`src/rtl/lstm_gate_scheduler.sv`:
```
// Time-multiplexes one shared multiply-add unit across NUM_GATES LSTM gate pre-activations.
// Optional macro LSTM_MAC_PIPE_EN: shared unit has one output register; a DRAIN state captures the last gate.
module lstm_gate_scheduler #(
   parameter int DATA_WIDTH  = 16,
   parameter int FRACT_WIDTH = 8,
   parameter int NUM_GATES   = 4
) (
   input  logic                            clk,
   input  logic                            rst,
   input  logic                            in_valid,
   output logic                            in_ready,
   input  logic [DATA_WIDTH-1:0]           x,
   input  logic [DATA_WIDTH-1:0]           h_in,
   input  logic [NUM_GATES*DATA_WIDTH-1:0] w0_all,
   input  logic [NUM_GATES*DATA_WIDTH-1:0] w1_all,
   input  logic [NUM_GATES*DATA_WIDTH-1:0] b_all,
   output logic                            mac_en,
   output logic [DATA_WIDTH-1:0]           mac_x,
   output logic [DATA_WIDTH-1:0]           mac_h,
   output logic [DATA_WIDTH-1:0]           mac_w0,
   output logic [DATA_WIDTH-1:0]           mac_w1,
   output logic [DATA_WIDTH-1:0]           mac_b,
   input  logic [DATA_WIDTH-1:0]           mac_out,
   output logic                            out_valid,
   input  logic                            out_ready,
   output logic [NUM_GATES*DATA_WIDTH-1:0] gates_out,
   output logic                            busy
);

   localparam int CNT_W = (NUM_GATES > 1) ? $clog2(NUM_GATES) : 1;
   localparam logic [CNT_W-1:0] LAST_CNT = CNT_W'(NUM_GATES - 1);

   typedef enum logic [1:0] {
      IDLE  = 2'd0,
      ISSUE = 2'd1,
      DRAIN = 2'd2,
      DONE  = 2'd3
   } state_e;

   if (FRACT_WIDTH >= DATA_WIDTH) begin : g_bad_fract
      $error("FRACT_WIDTH must be smaller than DATA_WIDTH");
   end

   state_e                state_q, state_d;
   logic [CNT_W-1:0]      cnt_q, cnt_d;
   logic [DATA_WIDTH-1:0] x_q, x_d, h_q, h_d;
   logic [DATA_WIDTH-1:0] gates_q [NUM_GATES];
   logic [DATA_WIDTH-1:0] gates_d [NUM_GATES];
   logic [DATA_WIDTH-1:0] w0_arr  [NUM_GATES];
   logic [DATA_WIDTH-1:0] w1_arr  [NUM_GATES];
   logic [DATA_WIDTH-1:0] b_arr   [NUM_GATES];
   logic                  wr_en_s;
   logic [CNT_W-1:0]      wr_idx_s;

   for (genvar g = 0; g < NUM_GATES; g++) begin : g_slice
      assign w0_arr[g] = w0_all[g*DATA_WIDTH +: DATA_WIDTH];
      assign w1_arr[g] = w1_all[g*DATA_WIDTH +: DATA_WIDTH];
      assign b_arr[g]  = b_all[g*DATA_WIDTH +: DATA_WIDTH];
      assign gates_out[g*DATA_WIDTH +: DATA_WIDTH] = gates_q[g];
   end

   assign busy      = (state_q != IDLE);
   assign out_valid = (state_q == DONE);
   assign mac_en    = (state_q == ISSUE);
   assign in_ready  = (state_q == IDLE) && !rst;

`ifdef LSTM_MAC_PIPE_EN
   // Results return one cycle after issue, so capture follows a delayed counter/enable.
   localparam state_e ISSUE_EXIT = DRAIN;
   logic             en_dly_q;
   logic [CNT_W-1:0] cnt_dly_q;

   // Delay line aligning the write slot with the registered shared-unit result
   always_ff @(posedge clk) begin
      if (rst) begin
         en_dly_q  <= 1'b0;
         cnt_dly_q <= '0;
      end else begin
         en_dly_q  <= mac_en;
         cnt_dly_q <= cnt_q;
      end
   end

   assign wr_en_s  = en_dly_q;
   assign wr_idx_s = cnt_dly_q;
`else
   localparam state_e ISSUE_EXIT = DONE;
   assign wr_en_s  = mac_en;
   assign wr_idx_s = cnt_q;
`endif

   // Operand steering onto the shared unit; forced to zero while idle
   always_comb begin
      mac_x  = '0;
      mac_h  = '0;
      mac_w0 = '0;
      mac_w1 = '0;
      mac_b  = '0;
      if (mac_en) begin
         mac_x  = x_q;
         mac_h  = h_q;
         mac_w0 = w0_arr[cnt_q];
         mac_w1 = w1_arr[cnt_q];
         mac_b  = b_arr[cnt_q];
      end else begin
         mac_x  = '0;
      end
   end

   // Next-state, counter and sample-capture logic
   always_comb begin
      state_d = state_q;
      cnt_d   = cnt_q;
      x_d     = x_q;
      h_d     = h_q;
      case (state_q)
         IDLE: begin
            if (in_valid && in_ready) begin
               x_d     = x;
               h_d     = h_in;
               cnt_d   = '0;
               state_d = ISSUE;
            end else begin
               state_d = IDLE;
            end
         end
         ISSUE: begin
            if (cnt_q == LAST_CNT) begin
               cnt_d   = '0;
               state_d = ISSUE_EXIT;
            end else begin
               cnt_d   = cnt_q + CNT_W'(1);
            end
         end
         DRAIN: state_d = DONE;
         DONE: begin
            if (out_ready) begin
               state_d = IDLE;
            end else begin
               state_d = DONE;
            end
         end
         default: state_d = IDLE;
      endcase
   end

   // Result collection: the shared-unit output lands in the slot being retired
   always_comb begin
      gates_d = gates_q;
      if (wr_en_s) begin
         gates_d[wr_idx_s] = mac_out;
      end else begin
         gates_d = gates_q;
      end
   end

   // State and datapath registers
   always_ff @(posedge clk) begin
      if (rst) begin
         state_q <= IDLE;
         cnt_q   <= '0;
         x_q     <= '0;
         h_q     <= '0;
         for (int g = 0; g < NUM_GATES; g++) begin
            gates_q[g] <= '0;
         end
      end else begin
         state_q <= state_d;
         cnt_q   <= cnt_d;
         x_q     <= x_d;
         h_q     <= h_d;
         gates_q <= gates_d;
      end
   end

endmodule

```
`config.mk`:
```
export PLATFORM = sky130hd
export DESIGN_NAME = lstm_gate_scheduler
export DESIGN_NICKNAME = d
export VERILOG_FILES = /design/src/rtl/lstm_gate_scheduler.sv
export SDC_FILE = /design/constraint.sdc
export NUM_CORES = 1
export LEC_CHECK = 0
export BUFFER_PORTS_ARGS = -buffer_cell sky130_fd_sc_hd__buf_2
export CELL_PAD_IN_SITES_DETAIL_PLACEMENT = 1
export CELL_PAD_IN_SITES_GLOBAL_PLACEMENT = 1
export CORE_ASPECT_RATIO = 0.8
export CORE_MARGIN = 4
export CORE_UTILIZATION = 28
export CTS_CLUSTER_SIZE = 30
export DETAILED_ROUTE_END_ITERATION = 8
export GPL_ROUTABILITY_DRIVEN = 1
export GPL_TIMING_DRIVEN = 0
export PLACE_DENSITY_LB_ADDON = 0.08
export SETUP_SLACK_MARGIN = 0.1
export SKIP_LAST_GASP = 1
export SLEW_MARGIN = 20
export SYNTH_ARGS = -nofsm -noshare
export SYNTH_HDL_FRONTEND = slang
export SYNTH_SLANG_ARGS = --single-unit
```
`constraint.sdc`:
```
create_clock -name clk -period 2.2 [get_ports clk]
set_input_delay 0.22 -clock clk [delete_from_list [all_inputs] [get_ports clk]]
set_output_delay 0.22 -clock clk [all_outputs]
set_load 0.005 [all_outputs]
```
==> results.cfg <==
[timing]
fmax_mhz = 459
post-route-period-util_pct = 99.0
setup_tns_ns = 0
slew_headroom_pct = 60.7
finalSetupViolCount = 0
clock-skew-final_ns = 0.0118
tightest_slew_ns = 0.589
report.final.slew_viol_count = 0
hold_viol_final = 0
finalCriticalPeriod_ns = 2.18
rsz0062_at_grt = yes
setup_slack_ns = 0.0217

[floorplan]
die_h_um = 133
core-area_um2 = 19000
ioPinCount = 392
die_area_um2 = 21700
die_w_um = 164
placementRows = 45
initial_core_util_pct = 28.5

[route]
route.antenna.remaining_nets = 0
wire_per_inst_um = 21.9
routed_via_density = 4.76
drc = 0
routed_wl_mm = 28.1
vias = 6122
firstDrtPassIters = 4
drt-initial-drc-count = 301

[hold_path]
min_to = x_q[2]
min_path_cells = 3
hp-start = x[2]
hold_path.class = input pin to register

[clock_tree]
cts_tree = yes
clock_latency_ns = 0.36
cts_root_buf = clkbuf_16
cts-htree-levels = 3
clk_pin_slew_ns = 0.08
cts_sinks = 100
cts_buffer_depth = 2
cts_buffers = 9

[logic_synthesis]
ys_seq_elements = 100
ys_dominant_reg_cell = dfxtp_1
synth_seq_area_share_pct = 36.9
synth_top_cell_by_area = dfxtp_1
synth_edf_count = 0
syn_inst = 607
yosysWarningCount = 0
synth.avg_cell_area_um2 = 8.94
async_flop_share_pct = 0
synthesis.nets = 858
synth_top_area_share_pct = 36.9
synth.distinct_cells = 25
ys_top_cells_by_area = dfxtp_1, mux4_2, nand2_1, and2_1, a21oi_1
syn_area_um2 = 5430

[layout]
post-route-util_pct = 44.1
drive_above_1_share_pct = 51.5
nets = 1269
fin_area_um2 = 8390
final_cell_mix = buf_2, nand2_1, dfxtp_1, and2_1, a21oi_1
synthToLayoutAreaGrowth_pct = 54.6
nFillCells = 2380
final_common_cell = buf_2

[grt]
overflow = 0
grt_pass1_vias = 6266
grt_pass1_wl_mm = 39.3
grt_max_degree = 20
antenna_found_initial = 15
grt_usage_pct = 24.4

[placed_design]
pre_cts_ws_ns = -0.173
place_congestion = 0.853
io_buffers = 391
dp_hpwl_mm = 23.4
dpl_cell_area_um2 = 7710

[setup_path]
cp.required_ns = 1.98
cp-start-kind = register
cp-end-kind = output pin
r2r_setup_slack_ns = 0.22
r2r_cells = 8
crit_type = register to output pin
cp_max_fo = 5
r2r-end = gates_out[2]
r2r-start = cnt_q[1]
critPathArrivalTime_ns = 1.96

[power]
ir_worst_vdd_v = 0.000424
p_per_area_nw_per_um2 = 705
p_leak_nw = 3.94

[run_status]
status = complete, no violations

[job]
drv_cap = 0
[critical path, cell delays in order, from the launching register on]
cell,delay (ns)
dfxtp_2,0.35
buf_8,0.14
buf_12,0.14
buf_12,0.12
mux4_2,0.49
and2_1,0.20
buf_4,0.17
[through the flow]
step                      instances  power [mW]  hold WS, ns
after floorplan                 607        3.10        0.329
after global placement         1256        3.97        0.418
after detailed placement       1256        3.98        0.424
after CTS                      1276        5.80       0.0449
after global routing           1285        6.24       0.0539
final                          1285        5.91       0.0596
[layout make-up]
type / instances / area, um2 / area share [%]
multi-input cells: 448 / 3140 / 37.4
repair buffers: 400 / 2190 / 26.1
flip-flops and latches: 100 / 2010 / 23.9
plain buffers: 52 / 378 / 4.50
well taps: 258 / 323 / 3.85
clock buffers: 9 / 225 / 2.68
clock inverters: 7 / 91.3 / 1.09
inverters: 7 / 26.3 / 0.313
diodes: 4 / 10.0 / 0.119
[power breakdown]
| part | switching (mW) | internal (mW) | total, mW |
|---|---|---|---|
| registers | 0.0793 | 1.97 | 2.05 |
| logic | 1.04 | 1.13 | 2.16 |
| clock network | 0.783 | 0.911 | 1.69 |
| total | 1.90 | 4.01 | 5.91 |
[logic make-up (layout without fill, tap and decap cells)]
kind of cell / after synthesis / count (layout) / synth area share (%)
other: 0 / 4 / 0
AO/OA/AOI/OAI: 100 / 100 / 9.43
buffers and inverters: 59 / 475 / 6.11
multiplexers: 49 / 49 / 20.1
flip-flops: 100 / 100 / 36.9
AND/OR/NAND/NOR: 292 / 292 / 25.8
adder cells (fa/ha/maj): 7 / 7 / 1.61
[worst max-delay path by stage]
stage,startpoint,endpoint,slack (ns),cells after the start
4_1_cts,cnt_q[0],mac_w0[9],0.03,6
2_1_floorplan,cnt_q[1],gates_out[1],0.56,8
3_5_place_dp,cnt_q[1],gates_out[2],-0.17,8
6_report,cnt_q[0],mac_w0[9],0.02,6
5_1_grt,cnt_q[1],mac_w0[9],-0.04,5
3_3_place_gp,cnt_q[1],gates_out[27],-0.15,8
[timing repair]
action | in CTS | in global routing
cloned | 0 | 3
gates resized for setup | 32 | 52
buffers inserted | 4 | 2
pin swaps | 9 | 18
hold buffers | 0 | 0
endpoints found under the setup margin | 101 | 95
endpoints found under the hold margin | 0 | 0
[sequential cells by signal (all words and copies together), names as in the netlist]
register / count
state_q: 2
gates_out: 64
h_q: 16
x_q: 16
cnt_q: 2
[Yosys cell counts, types with 7 or more instances]
cell type,n
a21oi_1,65
and2_1,84
buf_2,17
clkbuf_1,24
dfxtp_1,100
ha_1,7
inv_1,7
mux4_2,48
nand2_1,166
nand2b_1,34
o21ai_0,32
[metal layers]
metal | routed length [um] | track usage [%]
met3 | 2620 | 9.00
met4 | 406 | 5.03
met5 | 90 | 0
met2 | 13300 | 40.0
met1 | 11700 | 31.0
No activity file was read; power rests on OpenSTA's default activity.
